`src/rtl/sprite_draw_scheduler.sv`:
```
// Frame-latched round-robin scheduler: each requesting sprite gets an erase
// pass then a move pass on the shared VGA plot port, pixels registered out.
module sprite_draw_scheduler #(
  parameter int N_SPRITES = 4,
  parameter int PIXELS    = 64
) (
  input  logic                    clk,
  input  logic                    resetn,
  input  logic                    frame_tick,
  input  logic [N_SPRITES-1:0]    req,
  input  logic [N_SPRITES-1:0]    dir_v,
  input  logic [N_SPRITES-1:0]    sprite_complete,
  input  logic [8*N_SPRITES-1:0]  sprite_x,
  input  logic [7*N_SPRITES-1:0]  sprite_y,
  input  logic [12*N_SPRITES-1:0] sprite_colour,
  output logic [N_SPRITES-1:0]    draw,
  output logic                    clear,
  output logic                    shift_h,
  output logic                    shift_v,
  output logic                    plot,
  output logic [7:0]              vga_x,
  output logic [6:0]              vga_y,
  output logic [11:0]             vga_colour,
  output logic                    busy,
  output logic                    frame_done,
  output logic                    overrun,
  output logic                    watchdog_err
);

  localparam int GW = (N_SPRITES > 1) ? $clog2(N_SPRITES) : 1;
  localparam int CW = $clog2(2*PIXELS + 1);
  localparam logic [CW-1:0] WD_LAST = CW'(2*PIXELS - 1);

  typedef enum logic [2:0] {IDLE, ARB, ERASE, MOVE, DONE} state_t;

  state_t                        state, state_nxt;
  logic [N_SPRITES-1:0]          pending, dir_lat;
  logic [CW-1:0]                 pix_cnt;
  logic [GW-1:0]                 g, last_grant, rr_pick, cand;
  logic                          rr_found, active, pass_end, wd_hit;

  logic [N_SPRITES-1:0][7:0]     xs;
  logic [N_SPRITES-1:0][6:0]     ys;
  logic [N_SPRITES-1:0][11:0]    cs;

  assign xs = sprite_x;
  assign ys = sprite_y;
  assign cs = sprite_colour;

  // Rotating priority: first pending sprite after the last one served.
  always_comb begin
    rr_pick  = last_grant;
    rr_found = 1'b0;
    cand     = '0;
    for (int i = 1; i <= N_SPRITES; i++) begin
      cand = GW'((int'(last_grant) + i) % N_SPRITES);
      if (!rr_found && pending[cand]) begin
        rr_pick  = cand;
        rr_found = 1'b1;
      end
    end
  end

  // Ending on complete (not a fixed count) lets a misaligned pointer resync.
  assign pass_end = sprite_complete[g] && (pix_cnt != '0);
  assign wd_hit   = (pix_cnt == WD_LAST) && !pass_end;
  assign active   = (state == ERASE) || (state == MOVE);

  for (genvar i = 0; i < N_SPRITES; i++) begin : g_draw
    assign draw[i] = active && (g == GW'(i));
  end

  always_comb begin
    clear      = (state == ERASE);
    shift_v    = (state == MOVE) && dir_lat[g];
    shift_h    = (state == MOVE) && !dir_lat[g];
    busy       = (state != IDLE);
    frame_done = (state == DONE);
    overrun    = frame_tick && (state != IDLE);
  end

  always_comb begin
    state_nxt = state;
    case (state)
      IDLE:    if (frame_tick) state_nxt = ARB;
      ARB:     state_nxt = rr_found ? ERASE : DONE;
      ERASE:   if (pass_end) state_nxt = MOVE;
               else if (wd_hit) state_nxt = ARB;
      MOVE:    if (pass_end || wd_hit) state_nxt = ARB;
      DONE:    state_nxt = IDLE;
      default: state_nxt = IDLE;
    endcase
  end

  always_ff @(posedge clk) begin
    if (!resetn) begin
      state        <= IDLE;
      pending      <= '0;
      dir_lat      <= '0;
      pix_cnt      <= '0;
      g            <= '0;
      last_grant   <= GW'(N_SPRITES - 1);
      watchdog_err <= 1'b0;
      plot         <= 1'b0;
      vga_x        <= '0;
      vga_y        <= '0;
      vga_colour   <= '0;
    end else begin
      state <= state_nxt;
      case (state)
        IDLE: if (frame_tick) begin
          pending <= req;
          dir_lat <= dir_v;
        end
        ARB: begin
          pix_cnt <= '0;
          if (rr_found) g <= rr_pick;
        end
        ERASE, MOVE: begin
          if (pass_end) begin
            pix_cnt <= '0;
            if (state == MOVE) begin
              pending[g] <= 1'b0;
              last_grant <= g;
            end
          end else if (wd_hit) begin
            pix_cnt      <= '0;
            pending[g]   <= 1'b0;
            watchdog_err <= 1'b1;
          end else begin
            pix_cnt <= pix_cnt + 1'b1;
          end
        end
        default: ;
      endcase
      // Controllers update on negedge, so this edge sees the current pixel.
      plot <= |draw;
      if (|draw) begin
        vga_x      <= xs[g];
        vga_y      <= ys[g];
        vga_colour <= cs[g];
      end
    end
  end

endmodule

```
`config.mk`:
```
export PLATFORM = sky130hd
export DESIGN_NAME = sprite_draw_scheduler
export DESIGN_NICKNAME = d
export VERILOG_FILES = /design/src/rtl/sprite_draw_scheduler.sv
export SDC_FILE = /design/constraint.sdc
export NUM_CORES = 1
export LEC_CHECK = 0
export BUFFER_PORTS_ARGS = -buffer_cell sky130_fd_sc_hd__buf_2
export CORE_MARGIN = 2
export CORE_UTILIZATION = 45
export CTS_CLUSTER_DIAMETER = 80
export DETAILED_ROUTE_END_ITERATION = 10
export GPL_TIMING_DRIVEN = 1
export PLACE_DENSITY = 0.9
export SKIP_LAST_GASP = 1
export SLEW_MARGIN = 10
export SYNTH_ARGS = -nofsm -noshare
export SYNTH_HDL_FRONTEND = slang
export SYNTH_SLANG_ARGS = --single-unit
```
`constraint.sdc`:
```
create_clock -name clk -period 2.05 [get_ports clk]
set_clock_uncertainty 0.1 [all_clocks]
set_input_delay 0.205 -clock clk [delete_from_list [all_inputs] [get_ports clk]]
set_output_delay 0.205 -clock clk [all_outputs]
set_load 0.05 [all_outputs]
```
-- Word-level counts from Yosys, hierarchy flattened
Index checks and enable logic that the tools add are counted.
- bits of input ports: 123
- word-level logic and storage cells: 114
- register bits after elaboration: 52
- bitwise gates (word level): 3
- reduce and logical (&&, ||, !) cells: 34
- add/sub/neg operators: 5
- equal/unequal tests: 13
- order comparisons: 6
- multiplexer cells: 42
- operators with widths (kind ; number):
    binary-select mux 12 bit (select 2 bit) ; 1
    two-way mux 8 bit ; 3
    binary-select mux 8 bit (select 2 bit) ; 1
    two-way mux 4 bit ; 4
    case mux 8 bit (2 select lines) ; 1
    less-than comparator 2 x 3 -> 1 bit (second input constant) ; 5
    two-way mux 3 bit ; 5
    binary-select mux 7 bit (select 2 bit) ; 1
    logical AND 1 bit ; 13
    binary-select mux 1 bit (select 2 bit) ; 6
    two-way mux 12 bit ; 1
    case mux 3 bit (4 select lines) ; 1
    two-way mux 1 bit ; 11
    AND reduction 3 bit ; 3
    adder 8 x 1 -> 8 bit (second input constant) ; 1
    == test 8 x 7 -> 1 bit (second input constant) ; 1
    two-way mux 2 bit ; 4
    case mux 4 bit (2 select lines) ; 1
    nonzero test 8 bit ; 1
    two-way mux 7 bit ; 1
    == test 3 x 2 -> 1 bit (second input constant) ; 2
    inequality test 3 bit (second input constant) ; 2
    logical NOT 1 bit ; 5
    adder 2 x 1 -> 2 bit (second input constant) ; 2
    other kinds (22) ; 27

-- Logic depth before layout (Yosys ltp)
- depth in word-level cells: 15
- depth in mapped cells: 7
- mapped depth without buffers: 7

-- Least setup slack after synthesis
Ideal clock, no wire load.
- kind: reg2reg
- start point: register g[0]
- end point: register pending[1]
- setup slack: -551 ps
- required time: 1743 ps
- setup time: 207 ps
- arrival: 2294 ps
- buffers on the path: 2
- cell stages (with the launch flop): 5
- cells stage by stage: dfxtp_1 > buf_6 > clkbuf_1 > nor3b_1 > a221oi_1
- cells in the longest elaborated chain, start to end: 9
- ends and longest elaborated chain (item ; RTL line ; RTL):
    start, declared ; 39 ; logic [GW-1:0] g, last_grant, rr_pick, cand;
    start signal, assigned ; 117 ; if (rr_found) g <= rr_pick;
    less-than comparator 2 x 3 -> 1 bit (implied by the code) or greater-or-equal comparator 2 x 1 -> 1 bit (tied branches) ; 123, 128 ;
    logical AND 1 bit (implied by the code) ; 123, 128 ;
    two-way mux 1 bit (implied by the code) ; 123, 128 ;
    demux 1 bit (select 2 bit) ; 123, 128 ;
    inverter 4 bit (no line) ; -- ;
    AND 4 bit (no line) ; -- ;
    two-way mux 4 bit (on tied branches) ; 126, 122 ;
    two-way mux 4 bit ; 120 ; if (pass_end) begin
    case mux 4 bit (2 select lines) ; 110 ; case (state)
    end signal, assigned ; 112 ; pending <= req;
    end, declared ; 37 ; logic [N_SPRITES-1:0] pending, dir_lat;
Parallel ways exist; a longest one is shown, timed or not. The select of a mux whose other input is x is not followed.
A chain may end at the register's enable or synchronous reset.

-- Worst setup path after layout
- start point: register g[0]
- end point: output shift_v
- cells in the longest elaborated chain, start to end: 3
- ends and longest elaborated chain (item ; RTL line ; RTL):
    binary-select mux 1 bit (select 2 bit) ; 75 ; shift_v = (state == MOVE) && dir_lat[g];
    two-way mux 1 bit (implied by the code) ; 75 ;
    logical AND 1 bit ; 75 ;
    end, declared ; 19 ; output logic shift_v,
Every way passes these cells. The select of a mux whose other input is x is not followed.

==> flow_summary.yaml <==
worst_hold_path:
  hold_class: "in2reg"
  holdPathEnd: "last_grant[1]$_SDFFE_PN1P_"
  min_from: "resetn"
  hold_path_depth: 2
route:
  viasPerCell: 5.47
  ant_nets: 0
  first_iter_violations: 191
  drc_errors: 0
  dr_total_vias: 3021
  wl_per_cell_um: 14.9
  finalWirelength_um: 8230
  drt_pre_antenna_iters: 4
placed_design:
  port_buffers: 161
  gp_congestion: 0.836
  dpl.cell_count: 542
  post-dp-hpwl_um: 6500
synth:
  synth-main-ff-cell: "dfxtp_1"
  ys_async_sr_fraction_pct: 0
  synth-edff-count: 0
  yosys_warnings: 0
  postSynthAreaPerCell_um2: 9.22
  synth_seq_area_share_pct: 35.9
  syn-num-nets: 440
  synth_cell_types: 39
  syn_area_mm2: 0.00290
  ys_ff_latch: 52
  synthCells: 315
floorplanning:
  coreArea_mm2: 0.00628
  rows: 29
  die_h_um: 84.3
  start_util_pct: 46.2
  dieWidth_um: 84.3
  dieArea_mm2: 0.00711
  ios: 162
grt:
  gr-usage-all-layers_pct: 23.0
  grt_pass1_wl_um: 13300
  overflow: 0
  grt_pass1_vias: 2894
  antenna_found_initial: 0
  grt_start_max_net_pins: 34
timing:
  post-route-period-util_pct: 95.7
  hold_viol: 0
  grt_setup_unrepaired: "true"
  tightest_slew_ns: 0.510
  fmax_mhz: 509
  slew_violations: 0
  max_slew_margin_pct: 65.7
  setup_violations: 0
  min_period_ns: 1.96
power_and_ir_drop:
  power.leakage_nw: 1.76
  p_per_area_mw_per_mm2: 1100
  peakVddDrop_uv: 588
layout:
  final_nets: 599
  final_common_cell: "buf_2"
  final_cell_mix: "161 x buf_2, 76 x nand2_1, 49 x dfxtp_1, 41 x a21oi_1, 29 x mux4_2"
  layout-drive-gt1-share_pct: 47.2
  final_cells: 552
  fin_util_pct: 62.8
  diodes: 0
  fillerInstances: 551
  area_growth_pct: 35.9
clock_tree:
  root_buffer: "clkbuf_8"
  ctsLongestPathBuffers: 2
  clkSlewWorstSetupHoldPaths_ns: 0.10
  cts_hold_buf: 0
  clkSinkCount: 52
  cts_tree: "done"
  numCtsBuffers: 5
  cts.htree.levels: 2
  clock_latency_ns: 0.30
setup_path:
  r2r_slack_ns: 0.16
  path_class: "reg2out"
  cp_slowest_cell: "mux4_2"
  r2r_end: "pix_cnt[7]$_SDFFE_PN0P_"
  cp.arrival_ns: 1.66
  cp_cell_sequence: "mux4_2 -> and3_1 -> buf_2"
  worstPathMaxFanout: 5
  end_kind: "primary output"
  r2r_cells: 7
  start_kind: "flip-flop"
  worst_path_largest_cell_delay_ns: 0.54
  regToRegStartpoint: "pix_cnt[0]$_SDFFE_PN0P_"
  cp.required_ns: 1.75
outcome:
  status: "complete, no violations"
flow_run:
  drv_cap: 0
## metal layers
layer | vias up | wire, um | GRT usage [%]
met4 | 0 | 122 | 7.18
met1 | 1412 | 3170 | 27.0
li1 | 1461 | - | -
met5 | - | 0 | 0
met2 | 138 | 4400 | 41.6
met3 | 10 | 531 | 5.31
## report_power, final
part	switching, mW	leakage (nW)	internal, mW
logic	1.54	1.30	0.843
registers	0.161	0.424	1.22
clock network	0.320	0.0455	0.276
## synthesized netlist by cell type (2+ instances only)
cell	n	share of area (%)
nor2b_1	2	0.43
dfxtp_1	52	36
ha_1	2	0.86
and3_1	6	1.3
buf_2	4	0.69
nand3_1	15	2.6
nor3_1	5	0.86
or2_2	2	0.43
a21oi_1	41	7.1
a221oi_1	4	1.2
mux4_2	29	23
inv_1	5	0.65
buf_1	3	0.39
nor2_1	10	1.3
nor3b_1	3	0.78
a22oi_1	3	0.78
o21ai_0	6	1.0
nand2_1	76	9.8
a31oi_1	3	0.65
nor4_1	2	0.43
mux2i_1	8	2.8
clkbuf_1	15	1.9
nand2b_1	3	0.65
## area by class of cell
type | count | area (um2) | area share [%]
Multi-Input combinational cell | 233 | 1750 | 44.4
Sequential cell | 52 | 1040 | 26.5
Timing Repair Buffer | 176 | 938 | 23.8
Tap cell | 77 | 96.3 | 2.44
Clock buffer | 8 | 90.1 | 2.28
Inverter | 6 | 22.5 | 0.571
## sequential cells by signal, indices dropped and copies added (netlist names)
signal,cells
watchdog_err,1
dir_lat,4
vga_colour,12
last_grant,2
g,2
plot,1
pix_cnt,8
state,3
vga_y,7
vga_x,8
pending,4
## metrics by stage
step                setup slack [ns]  hold WS [ns]  cell area [um2]    TNS, ns  total power, mW
floorplan                  -0.000334         0.167             2910  -0.000334             3.12
global placement               0.203         0.340             3810          0             3.67
detailed placement             0.112         0.343             3810          0             3.74
CTS                           0.0537        0.0319             3920          0             4.34
global route                 -0.0326        0.0301             3940    -0.0408             4.63
finish                        0.0873        0.0413             3940          0             4.36
## worst max-delay path: cells and delay by family, from the launching register on
kind | cells | cell delay, ns
mux | 1 | 0.54
flops | 1 | 0.42
buf+inv | 1 | 0.20
simple gates | 1 | 0.19
## logic make-up (layout without fill, tap and decap cells)
group / after synthesis / in the layout / synth area share [%]
buffers and inverters: 30 / 190 / 4.35
DFF: 52 / 52 / 35.9
and+or+nand+nor: 129 / 129 / 20.1
xor gates and xnor gates: 1 / 1 / 0.302
AOI/OAI and AO/OA: 64 / 64 / 13.3
muxes: 37 / 37 / 25.3
adders and majority gates: 2 / 2 / 0.862
## worst max path at each step
stage	endpoint	slack, ns	startpoint	cells past startpoint
6_report	shift_v	0.09	g[0]$_SDFFE_PN0P_	3
5_1_grt	pix_cnt[7]$_SDFFE_PN0P_	-0.03	pix_cnt[0]$_SDFFE_PN0P_	7
2_1_floorplan	pending[1]$_SDFFE_PN0P_	-0.0003	g[0]$_SDFFE_PN0P_	4
3_5_place_dp	pix_cnt[7]$_SDFFE_PN0P_	0.11	pix_cnt[0]$_SDFFE_PN0P_	7
3_3_place_gp	pending[1]$_SDFFE_PN0P_	0.20	g[0]$_SDFFE_PN0P_	4
4_1_cts	draw[2]	0.05	state[1]$_SDFFE_PN0P_	5
## repair_timing
| action | in CTS | in global routing |
|---|---|---|
| pin swaps | 0 | 1 |
| endpoints found under the setup margin | 4 | 10 |
| setup buffers | 0 | 2 |
| resized for setup | 4 | 5 |
Note: power is estimated with default switching activity, not from simulation.
